[src/rtl/writeback_stage_pkg.sv]
// Shared configuration for the writeback stage: datapath widths, register
// count and the FSM state encodings.
package writeback_stage_pkg;

  localparam int DMEM_DATA_WIDTH = 32;
  localparam int DMEM_ADDR_WIDTH = 16;
  localparam int REGS_COUNT      = 16;
  localparam int REG_IDX_WIDTH   = $clog2(REGS_COUNT);

  localparam logic [1:0] STATE_IDLE     = 2'd0;
  localparam logic [1:0] STATE_WAIT_MEM = 2'd1;
  localparam logic [1:0] STATE_WRITE    = 2'd2;

  typedef enum logic [1:0] {
    ST_IDLE     = STATE_IDLE,
    ST_WAIT_MEM = STATE_WAIT_MEM,
    ST_WRITE    = STATE_WRITE
  } wb_state_e;

  typedef logic [DMEM_DATA_WIDTH-1:0] data_t;
  typedef logic [DMEM_ADDR_WIDTH-1:0] addr_t;
  typedef logic [REG_IDX_WIDTH-1:0]   reg_idx_t;

  // Register 0 is hardwired, so it never takes a write or a hazard slot.
  function automatic logic is_live_reg(input reg_idx_t idx);
    return idx != '0;
  endfunction

endpackage

[src/rtl/writeback_stage_if.sv]
// Bundle of the upstream, data-memory and register-file signals of the
// writeback stage; the stage uses the slave view.
interface writeback_stage_if;
  import writeback_stage_pkg::*;

  logic     in_valid;
  logic     in_ready;
  logic     in_src;
  reg_idx_t in_reg_d;
  data_t    in_value;
  addr_t    in_addr;

  logic     dmem_req;
  addr_t    dmem_addr;
  logic     dmem_ack;
  data_t    dmem_data;

  logic     reg_d_enable;
  reg_idx_t reg_d;
  data_t    reg_d_value;

  logic     pending_valid;
  reg_idx_t pending_reg;
  logic     err_timeout;

  modport slave (
    input  in_valid, in_src, in_reg_d, in_value, in_addr, dmem_ack, dmem_data,
    output in_ready, dmem_req, dmem_addr, reg_d_enable, reg_d, reg_d_value,
           pending_valid, pending_reg, err_timeout
  );

  modport master (
    output in_valid, in_src, in_reg_d, in_value, in_addr, dmem_ack, dmem_data,
    input  in_ready, dmem_req, dmem_addr, reg_d_enable, reg_d, reg_d_value,
           pending_valid, pending_reg, err_timeout
  );

endinterface

[src/rtl/writeback_stage_timeout_counter.sv]
// 8-bit load-wait counter; terminal_o fires in the counting cycle that
// brings the count up to LIMIT.
module wb_timeout_counter #(
  parameter int unsigned LIMIT = 15
) (
  input  logic clk,
  input  logic rst,
  input  logic clear_i,
  input  logic enable_i,
  output logic terminal_o
);

  localparam logic [7:0] LAST = 8'(LIMIT - 1);

  logic [7:0] count_q, count_d;

  always_comb begin
    count_d = count_q;
    if (clear_i) begin
      count_d = '0;
    end else if (enable_i) begin
      count_d = count_q + 8'd1;
    end
  end

  always_ff @(posedge clk or posedge rst) begin
    if (rst) begin
      count_q <= '0;
    end else begin
      count_q <= count_d;
    end
  end

  assign terminal_o = enable_i && (count_q == LAST);

endmodule

[src/rtl/writeback_stage.sv]
// Writeback stage: retires ALU results directly and loads via the data
// memory, issuing one register-file write per completed operation.
module writeback_stage
  import writeback_stage_pkg::*;
#(
  parameter int unsigned TIMEOUT_CYCLES = 15
) (
  input logic         clk,
  input logic         rst,
  writeback_stage_if.slave bus
);

  wb_state_e state_q, state_d;
  reg_idx_t  dest_q, dest_d;
  data_t     value_q, value_d;
  addr_t     addr_q, addr_d;
  logic      req_q, req_d;
  logic      wr_en_q, wr_en_d;
  logic      err_q, err_d;

  logic in_ready_w;
  logic transfer;
  logic load_start;
  logic wait_count;
  logic timeout_hit;

  assign in_ready_w = (state_q != ST_WAIT_MEM);
  assign transfer   = bus.in_valid && in_ready_w;
  assign load_start = transfer && bus.in_src;
  assign wait_count = (state_q == ST_WAIT_MEM) && !bus.dmem_ack;

  wb_timeout_counter #(
    .LIMIT (TIMEOUT_CYCLES)
  ) u_timeout (
    .clk        (clk),
    .rst        (rst),
    .clear_i    (load_start),
    .enable_i   (wait_count),
    .terminal_o (timeout_hit)
  );

  // Strobe and request are computed from the next state so both leave
  // flops, keeping the register-file write port glitch-free.
  always_comb begin
    state_d = state_q;
    dest_d  = dest_q;
    value_d = value_q;
    addr_d  = addr_q;
    err_d   = err_q;
    unique case (state_q)
      ST_IDLE, ST_WRITE: begin
        if (transfer) begin
          dest_d = bus.in_reg_d;
          if (bus.in_src) begin
            addr_d  = bus.in_addr;
            state_d = ST_WAIT_MEM;
          end else begin
            value_d = bus.in_value;
            state_d = ST_WRITE;
          end
        end else begin
          state_d = ST_IDLE;
        end
      end
      ST_WAIT_MEM: begin
        if (bus.dmem_ack) begin
          value_d = bus.dmem_data;
          state_d = ST_WRITE;
        end else if (timeout_hit) begin
          err_d   = 1'b1;
          state_d = ST_IDLE;
        end
      end
      default: state_d = ST_IDLE;
    endcase
    req_d   = (state_d == ST_WAIT_MEM);
    wr_en_d = (state_d == ST_WRITE) && is_live_reg(dest_d);
  end

  always_ff @(posedge clk or posedge rst) begin
    if (rst) begin
      state_q <= ST_IDLE;
      dest_q  <= '0;
      value_q <= '0;
      addr_q  <= '0;
      req_q   <= 1'b0;
      wr_en_q <= 1'b0;
      err_q   <= 1'b0;
    end else begin
      state_q <= state_d;
      dest_q  <= dest_d;
      value_q <= value_d;
      addr_q  <= addr_d;
      req_q   <= req_d;
      wr_en_q <= wr_en_d;
      err_q   <= err_d;
    end
  end

  assign bus.in_ready      = in_ready_w;
  assign bus.dmem_req      = req_q;
  assign bus.dmem_addr     = addr_q;
  assign bus.reg_d_enable  = wr_en_q;
  assign bus.reg_d         = dest_q;
  assign bus.reg_d_value   = value_q;
  assign bus.pending_valid = (state_q != ST_IDLE) && is_live_reg(dest_q);
  assign bus.pending_reg   = dest_q;
  assign bus.err_timeout   = err_q;

endmodule

[src/flat_wrapper.sv]
// flat-port wrapper written by rule: the top's interface ports become plain ports
module writeback_stage_flat import writeback_stage_pkg::*;
#(
  parameter int unsigned TIMEOUT_CYCLES = 15
)
  (clk, rst, bus_in_valid, bus_in_src, bus_in_reg_d, bus_in_value, bus_in_addr, bus_dmem_ack, bus_dmem_data, bus_in_ready, bus_dmem_req, bus_dmem_addr, bus_reg_d_enable, bus_reg_d, bus_reg_d_value, bus_pending_valid, bus_pending_reg, bus_err_timeout);
  writeback_stage_if bus_i ();
  input logic clk;
  input logic rst;
  input wire logic [$bits(bus_i.in_valid)-1:0] bus_in_valid;
  input wire logic [$bits(bus_i.in_src)-1:0] bus_in_src;
  input wire logic [$bits(bus_i.in_reg_d)-1:0] bus_in_reg_d;
  input wire logic [$bits(bus_i.in_value)-1:0] bus_in_value;
  input wire logic [$bits(bus_i.in_addr)-1:0] bus_in_addr;
  input wire logic [$bits(bus_i.dmem_ack)-1:0] bus_dmem_ack;
  input wire logic [$bits(bus_i.dmem_data)-1:0] bus_dmem_data;
  output wire logic [$bits(bus_i.in_ready)-1:0] bus_in_ready;
  output wire logic [$bits(bus_i.dmem_req)-1:0] bus_dmem_req;
  output wire logic [$bits(bus_i.dmem_addr)-1:0] bus_dmem_addr;
  output wire logic [$bits(bus_i.reg_d_enable)-1:0] bus_reg_d_enable;
  output wire logic [$bits(bus_i.reg_d)-1:0] bus_reg_d;
  output wire logic [$bits(bus_i.reg_d_value)-1:0] bus_reg_d_value;
  output wire logic [$bits(bus_i.pending_valid)-1:0] bus_pending_valid;
  output wire logic [$bits(bus_i.pending_reg)-1:0] bus_pending_reg;
  output wire logic [$bits(bus_i.err_timeout)-1:0] bus_err_timeout;
  assign bus_i.in_valid = bus_in_valid;
  assign bus_i.in_src = bus_in_src;
  assign bus_i.in_reg_d = bus_in_reg_d;
  assign bus_i.in_value = bus_in_value;
  assign bus_i.in_addr = bus_in_addr;
  assign bus_i.dmem_ack = bus_dmem_ack;
  assign bus_i.dmem_data = bus_dmem_data;
  assign bus_in_ready = bus_i.in_ready;
  assign bus_dmem_req = bus_i.dmem_req;
  assign bus_dmem_addr = bus_i.dmem_addr;
  assign bus_reg_d_enable = bus_i.reg_d_enable;
  assign bus_reg_d = bus_i.reg_d;
  assign bus_reg_d_value = bus_i.reg_d_value;
  assign bus_pending_valid = bus_i.pending_valid;
  assign bus_pending_reg = bus_i.pending_reg;
  assign bus_err_timeout = bus_i.err_timeout;
  writeback_stage #(.TIMEOUT_CYCLES(TIMEOUT_CYCLES)) u_core (.clk(clk), .rst(rst), .bus(bus_i));
endmodule
[config.mk]
export PLATFORM = sky130hd
export DESIGN_NAME = writeback_stage_flat
export DESIGN_NICKNAME = d
export VERILOG_FILES = /design/src/rtl/writeback_stage_pkg.sv /design/src/rtl/writeback_stage_if.sv /design/src/rtl/writeback_stage_timeout_counter.sv /design/src/rtl/writeback_stage.sv /design/src/flat_wrapper.sv
export SDC_FILE = /design/constraint.sdc
export NUM_CORES = 1
export LEC_CHECK = 0
export ABC_AREA = 1
export BUFFER_PORTS_ARGS = -buffer_cell sky130_fd_sc_hd__buf_2
export CAP_MARGIN = 40
export CORE_AREA = 4 4 83 93
export CTS_BUF_LIST = sky130_fd_sc_hd__clkbuf_2
export DETAILED_ROUTE_END_ITERATION = 6
export DIE_AREA = 0 0 87 97
export PLACE_DENSITY_LB_ADDON = 0.12
export SETUP_SLACK_MARGIN = 0.3
export SLEW_MARGIN = 25
export SYNTH_ARGS = -nofsm -noshare
export SYNTH_HDL_FRONTEND = slang
export SYNTH_SLANG_ARGS = --single-unit
[constraint.sdc]
create_clock -name clk -period 3.35 [get_ports clk]
set_input_delay 1.005 -clock clk [delete_from_list [all_inputs] [get_ports clk]]
set_output_delay 1.005 -clock clk [all_outputs]
set_load 0.02 [all_outputs]
# Word level (Yosys, flattened, before mapping)
# Index checks and enable logic that the tools add are counted.
# op_classes
n_addsub	1
multipliers	0
div	0
n_lt_le_gt_ge	0
eq_ne	9
shift	0
n_mux	13
n_bitwise	1
reduce_logical	17
# ops
operator	n
$mux 32	3
$pmux 32 s2	1
$mux 8	2
$add 8x1->8 const B	1
$eq 8x4->1 const B	1
$mux 2	4
$mux 4	2
$reduce_bool 4->1	2
$logic_and 1x1->1	6
$reduce_and 3->1	2
$reduce_bool 2->1	3
$eq 2x1->1 const B	2
$eq 2x2->1 const B	2
$ne 2x1->1 const B	2
$ne 2x2->1 const B	2
$pmux 2 s2	1
$reduce_and 4->1	1
$logic_not 2->1	1
$reduce_or 2->1	1
$logic_not 1->1	1
$not 1->1	1
# totals
register_bits	65
latchBits	0
mem_bits_rw	0
mem_bits_ro	0
inputBits	89
elab_cells	49
mem_count	0

# Logic depth before layout (Yosys ltp)
# Gate-level depths: netlist (run 1).
# depth
ltp_word	8
depth_mapped	9
mapped_depth_nobuf	8

# Hierarchy
# From an unflattened synthesis (run 1), not the netlist that was laid out.
# hier_totals
hier_cells	428
area_unflattened_um2	3223.1
# by_module_without_submodules
mod	instances	cells_each	area_per_inst_um2
writeback_stage	1	365	2736.4
wb_timeout_counter	1	63	486.7

# Least setup slack after synthesis (run 1)
# Ideal clock, no wire load.
# synth_path
path_type	register to output
startpoint	register u_core.state_q[0]
endpoint	output port bus_pending_valid
arrival_ns	1.236
t_required_ns	2.345
setup_slack_ns	1.109
stages_incl_launch_ff	5
path_buffers	2
cell_sequence	dfrtp_1 > inv_2 > buf_2 > buf_1 > a21oi_1
# synth_between
elab_chain_len	2
# synth_lines
element	line_no	rtl
start: declaration	writeback_stage.sv:13	wb_state_e state_q, state_d;
start signal: assignment	writeback_stage.sv:90	state_q <= state_d;
$reduce_bool 2->1	writeback_stage.sv:106	assign bus.pending_valid = (state_q != ST_IDLE) && is_live_reg(dest_q);
$logic_and 1x1->1	writeback_stage.sv:106	
end: declaration	flat_wrapper.sv:23	output wire logic [$bits(bus_i.pending_valid)-1:0] bus_pending_valid;
# Every way passes these cells.

# Worst setup path after layout (run 1)
# Same ends and word-level chain as after synthesis.

==> summary.txt, run 1 <==
STA
  – Setup Skew: 0.0211 ns
  – Tightest Pin Transition: 0.444 ns
  – Achievable frequency: approximately 380 MHz
  – Final TNS setup: 0 ns
  – Slew HR: between 70% and 80%
  – Slew Limit Fails: 0
  – Final hold violations: 0
  – RSZ-0062 raised after global routing: false
  – Setup Viol. Count Final: 0
  – Final period utilization: between 70% and 80%
  – Period minus WS final: 2.60 ns

GRT
  – Total track usage: roughly a fifth
  – First-pass GRT wire length: between 10 and 15 mm
  – Aggregate global routing overflow: 0
  – Number of global-route vias before repair: about 2900
  – Largest net degree at the start of global routing: between 60 and 70
  – Initial antenna violation count: 0

Die
  – # rows: 32
  – Top Ports: 150
  – Die Y: ~97 um
  – DIE AREA: roughly 8400 um2
  – Overall die width: around 87 um
  – Core Area: ~6800 um2
  – Initial Util: a little under half

Synthesis
  – Net Count, Synth: between 500 and 600
  – Syn Area/Cell: around 7.5 um2
  – Synth Instances: 420
  – Synth warn: 0
  – Register bit total from synthesis: between 60 and 70
  – Syn Std Cell Area: approximately 3200 um2
  – Netlist cell types: 27
  – Sequential area share after synthesis: between 50% and 60%

Placed design
  – IO Port Bufs: 149
  – Routability-driven placement congestion ratio: roughly 0.86
  – Post-DP HPWL: 5.73 mm

Critical path
  – CP max FO: 24
  – CP required: between 2 and 2.5 ns
  – CP Launch Type: flop
  – Critical path class: reg2out
  – CP arrival: between 1.5 and 2 ns
  – Setup slack, reg-to-reg: around 1.2 ns
  – CP Capture Type: output port
  – Crit-path slowest cell: dfrtp_1
  – CP Cell Sequence: inv_2 -> a21oi_1 -> buf_2
  – Critical path's largest stage delay: approximately 0.45 ns

Cells and area
  – Most common cell after layout, fill and taps aside: nand2_1
  – Layout cell share with drive strength beyond 1: between 30% and 40%
  – Area grow syn2layout: 27.5%
  – Max reg flops: 32
  – Commonest non-fill, non-tap cells in the layout: 242 x nand2_1, 149 x buf_2, 65 x dfrtp_1, 23 x nand3_1, 21 x inv_1
  – Fin nets: between 600 and 700
  – Antenna cells: 0

Routing
  – Final ANT Viol Nets: 0
  – Initial DRC count: between 80 and 90
  – Number of detailed-route iterations in the first pass: 4
  – Routed vias/inst: ~4.6
  – Vias: 2999
  – Drt total wl: 7.69 mm
  – Wire length per cell: around 12 um
  – # DRC: 0

Power and ir drop
  – Worst vdd ir: roughly 0.36 mV
  – Power density over cell area: just under 700 nW/um2
  – LEAKAGE: ~2.5 nW
  – Total power: approximately 0.0028 W

Clocking
  – Worst-Skew Late Latency: 0.47 ns
  – Hold bufs inserted after CTS: 0
  – Buffer levels on the longest clock path: 2
  – Num CTS Buffers: 9
  – Clk slew on worst S/H paths: ~0.17 ns
  – CTS H-tree depth: 3
  – CTS tree: built
  – Post-CTS Setup Inserts: 0
  – Root cell of the clock tree: clkbuf_2
  – Sink Count: between 60 and 70
  – CTS resizes: 0

Status
  – Status: completed

Worst hold path
  – Worst min-delay path category: in2async

Job
  – Max-Cap Viols: 0
-- stage by stage --
| stage | worst slack, ns | cell area (um2) | hold WS, ns | utilization (%) | instances |
|---|---|---|---|---|---|
| 2_1_floorplan | 0.719 | 3170 | 0.528 | - | 420 |
| 3_5_place_dp | 0.944 | 3890 | 0.452 | 56.8 | 634 |
| 6_report | 0.748 | 4040 | 0.472 | 59.0 | 650 |
| 3_3_place_gp | 0.994 | 3890 | 0.444 | 56.8 | 634 |
| 4_1_cts | 0.675 | 4010 | 0.487 | 58.6 | 649 |
| 5_1_grt | 0.542 | 4040 | 0.423 | 59.0 | 650 |
-- final timing paths --
path | start | end | cells after the start
setup / recovery | u_core.state_q[0] | bus_pending_valid | 3
min in group clk | u_core.bus.err_timeout | u_core.bus.err_timeout | 1
hold reg to reg | u_core.bus.err_timeout | u_core.bus.err_timeout | 1
setup reg to reg | u_core.state_q[0] | u_core.bus.reg_d_value[6] | 8
max in group asynchronous | rst | u_core.u_timeout.count_q[2] | 4
hold / removal | rst | u_core.bus.reg_d_value[24] | 3
-- metal layers --
layer	up-vias	share of wire [%]	GRT usage, %
li1	1556	-	-
met1	1314	44	24.1
met2	117	44	29.8
met3	12	10	6.13
met4	0	1.6	6.47
met5	-	0	0
-- where the power goes --
part	leakage [nW]	internal, W	switching [W]	total, W
Combinational	1.59	0.000361	0.000747	0.00111
Sequential	0.818	0.00103	0.000146	0.00117
Clock	0.0794	0.000247	0.000263	0.000510
-- cells by family after synthesis --
kind of cell | count (synthesis) | share of synthesized area, %
compound gates | 8 | 1.34
xor+xnor | 2 | 0.553
fa+ha+maj | 2 | 0.789
buf+inv | 48 | 7.82
flops | 65 | 51.3
simple gates | 295 | 38.2
-- synth_stat cells --
cell,instances,share of area (%)
a21o_1,1,0.24
nor2_1,10,1.2
buf_2,10,1.6
o21ai_0,5,0.79
xnor2_1,1,0.28
ha_1,2,0.79
nand2_1,242,29
xor2_1,1,0.28
dfrtp_1,65,51
nor2_4,1,0.36
inv_4,1,0.20
inv_2,3,0.36
nor4_1,1,0.20
nand2_2,2,0.39
nand2_4,2,0.71
a21oi_1,2,0.32
nand3_1,23,3.6
buf_4,6,1.4
inv_1,22,2.6
nand3_4,1,0.55
nor3_1,4,0.63
buf_1,2,0.24
and3_1,1,0.20
buf_6,4,1.4
nor2_2,1,0.20
or2_4,1,0.28
nand4_1,6,1.2
-- critical path, delay by kind of cell, from the launching register on --
kind            cells  cell delay (ns)
compound gates      1             0.15
buf+inv             2             0.54
flops               1             0.45
-- layout make-up --
type	instances	area (um2)
multi-input cells	307	1290
flip-flops and latches	65	1630
well taps	85	106
fillers	672	2810
inverters	26	100
clock inverters	4	68.8
clock buffers	11	55.1
repair buffers	152	788
No activity file was read; power rests on OpenSTA's default activity.
==> run 2, diff against run 1 <==
--- a/config.mk
+++ b/config.mk
@@ -5,13 +5,13 @@
 export SDC_FILE = /design/constraint.sdc
 export NUM_CORES = 1
 export LEC_CHECK = 0
-export ABC_AREA = 1
+export ABC_AREA = 0
 export BUFFER_PORTS_ARGS = -buffer_cell sky130_fd_sc_hd__buf_2
 export CAP_MARGIN = 40
-export CORE_AREA = 4 4 83 93
+export CORE_AREA = 4 4 84 94
 export CTS_BUF_LIST = sky130_fd_sc_hd__clkbuf_2
 export DETAILED_ROUTE_END_ITERATION = 6
-export DIE_AREA = 0 0 87 97
+export DIE_AREA = 0 0 88 98
 export PLACE_DENSITY_LB_ADDON = 0.12
 export SETUP_SLACK_MARGIN = 0.3
 export SLEW_MARGIN = 25
==> constraint.sdc (replaced) <==
create_clock -name clk -period 2.5 [get_ports clk]
set_input_delay 0.75 -clock clk [delete_from_list [all_inputs] [get_ports clk]]
set_output_delay 0.75 -clock clk [all_outputs]
set_load 0.02 [all_outputs]
==> summary.txt, run 2 <==
Status
  – Status: completed

Routing
  – Vias: 2336
  – Final ANT Viol Nets: 0
  – Drt total wl: 7.01 mm
  – # DRC: 0
  – Initial DRC count: between 70 and 80
  – Wire length per cell: around 15 um
  – Routed vias/inst: a little under 5
  – Number of detailed-route iterations in the first pass: 3

Cells and area
  – Most common cell after layout, fill and taps aside: buf_2
  – Fin nets: roughly 480
  – Area grow syn2layout: 31.7%
  – Antenna cells: 0
  – Layout cell share with drive strength beyond 1: a little over 60%
  – Max reg flops: 32
  – Commonest non-fill, non-tap cells in the layout: 148 x buf_2, 63 x dfrtp_1, 46 x mux2_4, 22 x mux2_1
  – Final core utilization: between 60% and 70%

Die
  – # rows: 32
  – DIE AREA: between 8000 and 9000 um2
  – Die Y: between 90 and 100 um
  – Core Area: 6930 um2
  – Initial Util: between 40% and 50%
  – Top Ports: 150
  – Overall die width: between 80 and 90 um

Synthesis
  – Post-synth EDFFs: 0
  – Post-synth ARST share: 100%
  – Register bit total from synthesis: between 60 and 70
  – Synth warn: 0
  – Syn Std Cell Area: 3240 um2
  – Top cells by area, synth: dfrtp_1 50%, mux2_4 21%, mux2_1 7.6%
  – Count leader, synth: dfrtp_1
  – Sequential area share after synthesis: about half
  – Syn Area/Cell: around 14 um2
  – Synth Instances: 229
  – Net Count, Synth: 320
  – Cell type with the largest total area after synthesis: dfrtp_1
  – Yosys top cell area share: about 50%
  – Netlist cell types: 32
  – Post-synth top cells: 65 x dfrtp_1, 46 x mux2_4, 22 x mux2_1
  – Synth Flop Type: dfrtp_1

Power and ir drop
  – Total power: between 0.003 and 0.004 W
  – LEAKAGE: ~2.2 nW
  – Worst vdd ir: around 0.42 mV
  – Power density over cell area: between 700 and 800 nW/um2

Job
  – Max-Cap Viols: 0

STA
  – RSZ-0062 raised after global routing: true
  – Final hold violations: 0
  – Slew HR: approximately three fifths
  – WHS: roughly 0.29 ns
  – Slew Limit Fails: 0
  – Final TNS setup: 0 ns
  – Period minus WS final: between 2 and 2.5 ns
  – Setup Skew: approximately 0.022 ns
  – Setup Viol. Count Final: 0
  – Achievable frequency: 458 MHz
  – Final period utilization: 87.3%
  – Tightest Pin Transition: around 0.6 ns

Critical path
  – CP Cell Sequence: nor4_4 -> nor2_1 -> buf_4
  – Buf/Inv on CP: 1
  – Critical path's largest stage delay: between 0.4 and 0.5 ns
  – Crit-path slowest cell: dfrtp_1
  – CP Capture Type: output port
  – CP max FO: 2
  – Crit path max-delay family: flip-flops
  – CP Launch Type: flop
  – CP arrival: between 1 and 1.5 ns
  – CP required: around 1.8 ns
  – Critical path class: reg2out

Clocking
  – Worst-Skew Late Latency: ~0.47 ns
  – Num CTS Buffers: 9
  – Clk slew on worst S/H paths: roughly 0.18 ns
  – CTS tree: built
  – CTS H-tree depth: 3
  – Hold bufs inserted after CTS: 0
  – Root cell of the clock tree: clkbuf_2
  – Buffer levels on the longest clock path: 2
  – Sink Count: 65

Placed design
  – Post-DP HPWL: between 5 and 6 mm
  – Routability-driven placement congestion ratio: 0.797
  – IO Port Bufs: approximately 150

GRT
  – Initial antenna violation count: 0
  – Aggregate global routing overflow: 0
  – First-pass GRT wire length: approximately 11 mm
  – Total track usage: about 16%
  – Number of global-route vias before repair: around 2400
  – Largest net degree at the start of global routing: 28

Worst hold path
  – Worst min-delay path category: in2async
[run 2: path summary, 6_finish.rpt]
check	slack [ns]	start	cells after the start	to
max	0.32	u_core.bus.pending_reg[1]	3	bus_pending_valid
min	0.29	rst	2	u_core.bus.dmem_addr[13]
max reg2reg	0.55	u_core.state_q[1]	6	u_core.bus.reg_d_value[29]
min reg2reg	0.48	u_core.bus.err_timeout	1	u_core.bus.err_timeout
max in group asynchronous	1.54	rst	3	u_core.bus.dmem_addr[2]
min in group clk	0.47	bus_in_addr[15]	2	u_core.bus.dmem_addr[15]
[run 2: layer usage]
layer / share of wire, % / GRT usage [%]
met4: 1.4 / 6.73
met1: 43 / 20.7
met3: 9.3 / 4.22
met5: 0 / 0
met2: 47 / 26.8
[run 2: cell type report]
class,count,area (um2)
fillers,591,2660
flip-flops and latches,65,1630
multi-input cells,145,1490
repair buffers,166,876
well taps,85,106
clock inverters,6,82.6
clock buffers,10,50.0
inverters,5,30.0
repair inverters,1,6.26
[run 2: timing repair]
item | in CTS | in global routing
resized for setup | 5 | 2
hold endpoints to repair | 0 | 0
pin swaps | 2 | 1
cloned | 1 | 0
buffers inserted | 5 | 6
setup endpoints to repair | 2 | 2
[run 2: per-stage QoR]
step / setup slack (ns) / std cells / instance area, um2
floorplan: 0.657 / 229 / 3250
global placement: 0.441 / 455 / 4020
detailed placement: 0.422 / 455 / 4020
CTS: 0.256 / 477 / 4220
global route: 0.231 / 483 / 4270
finish: 0.317 / 483 / 4270
[run 2: cells by family (layout without fill, tap and decap cells)]
family,after synthesis,in the layout,share of synthesized area [%]
mux,83,83,34.0
simple gates,44,44,7.10
flops,65,65,50.2
xor+xnor,2,2,0.540
fa+ha+maj,2,2,0.771
buf+inv,19,188,4.55
compound gates,14,14,2.85
[run 2: power by group]
part,switching (W),internal [W]
Sequential,0.000143,0.00129
Clock,0.000375,0.000330
Combinational,0.000649,0.000594
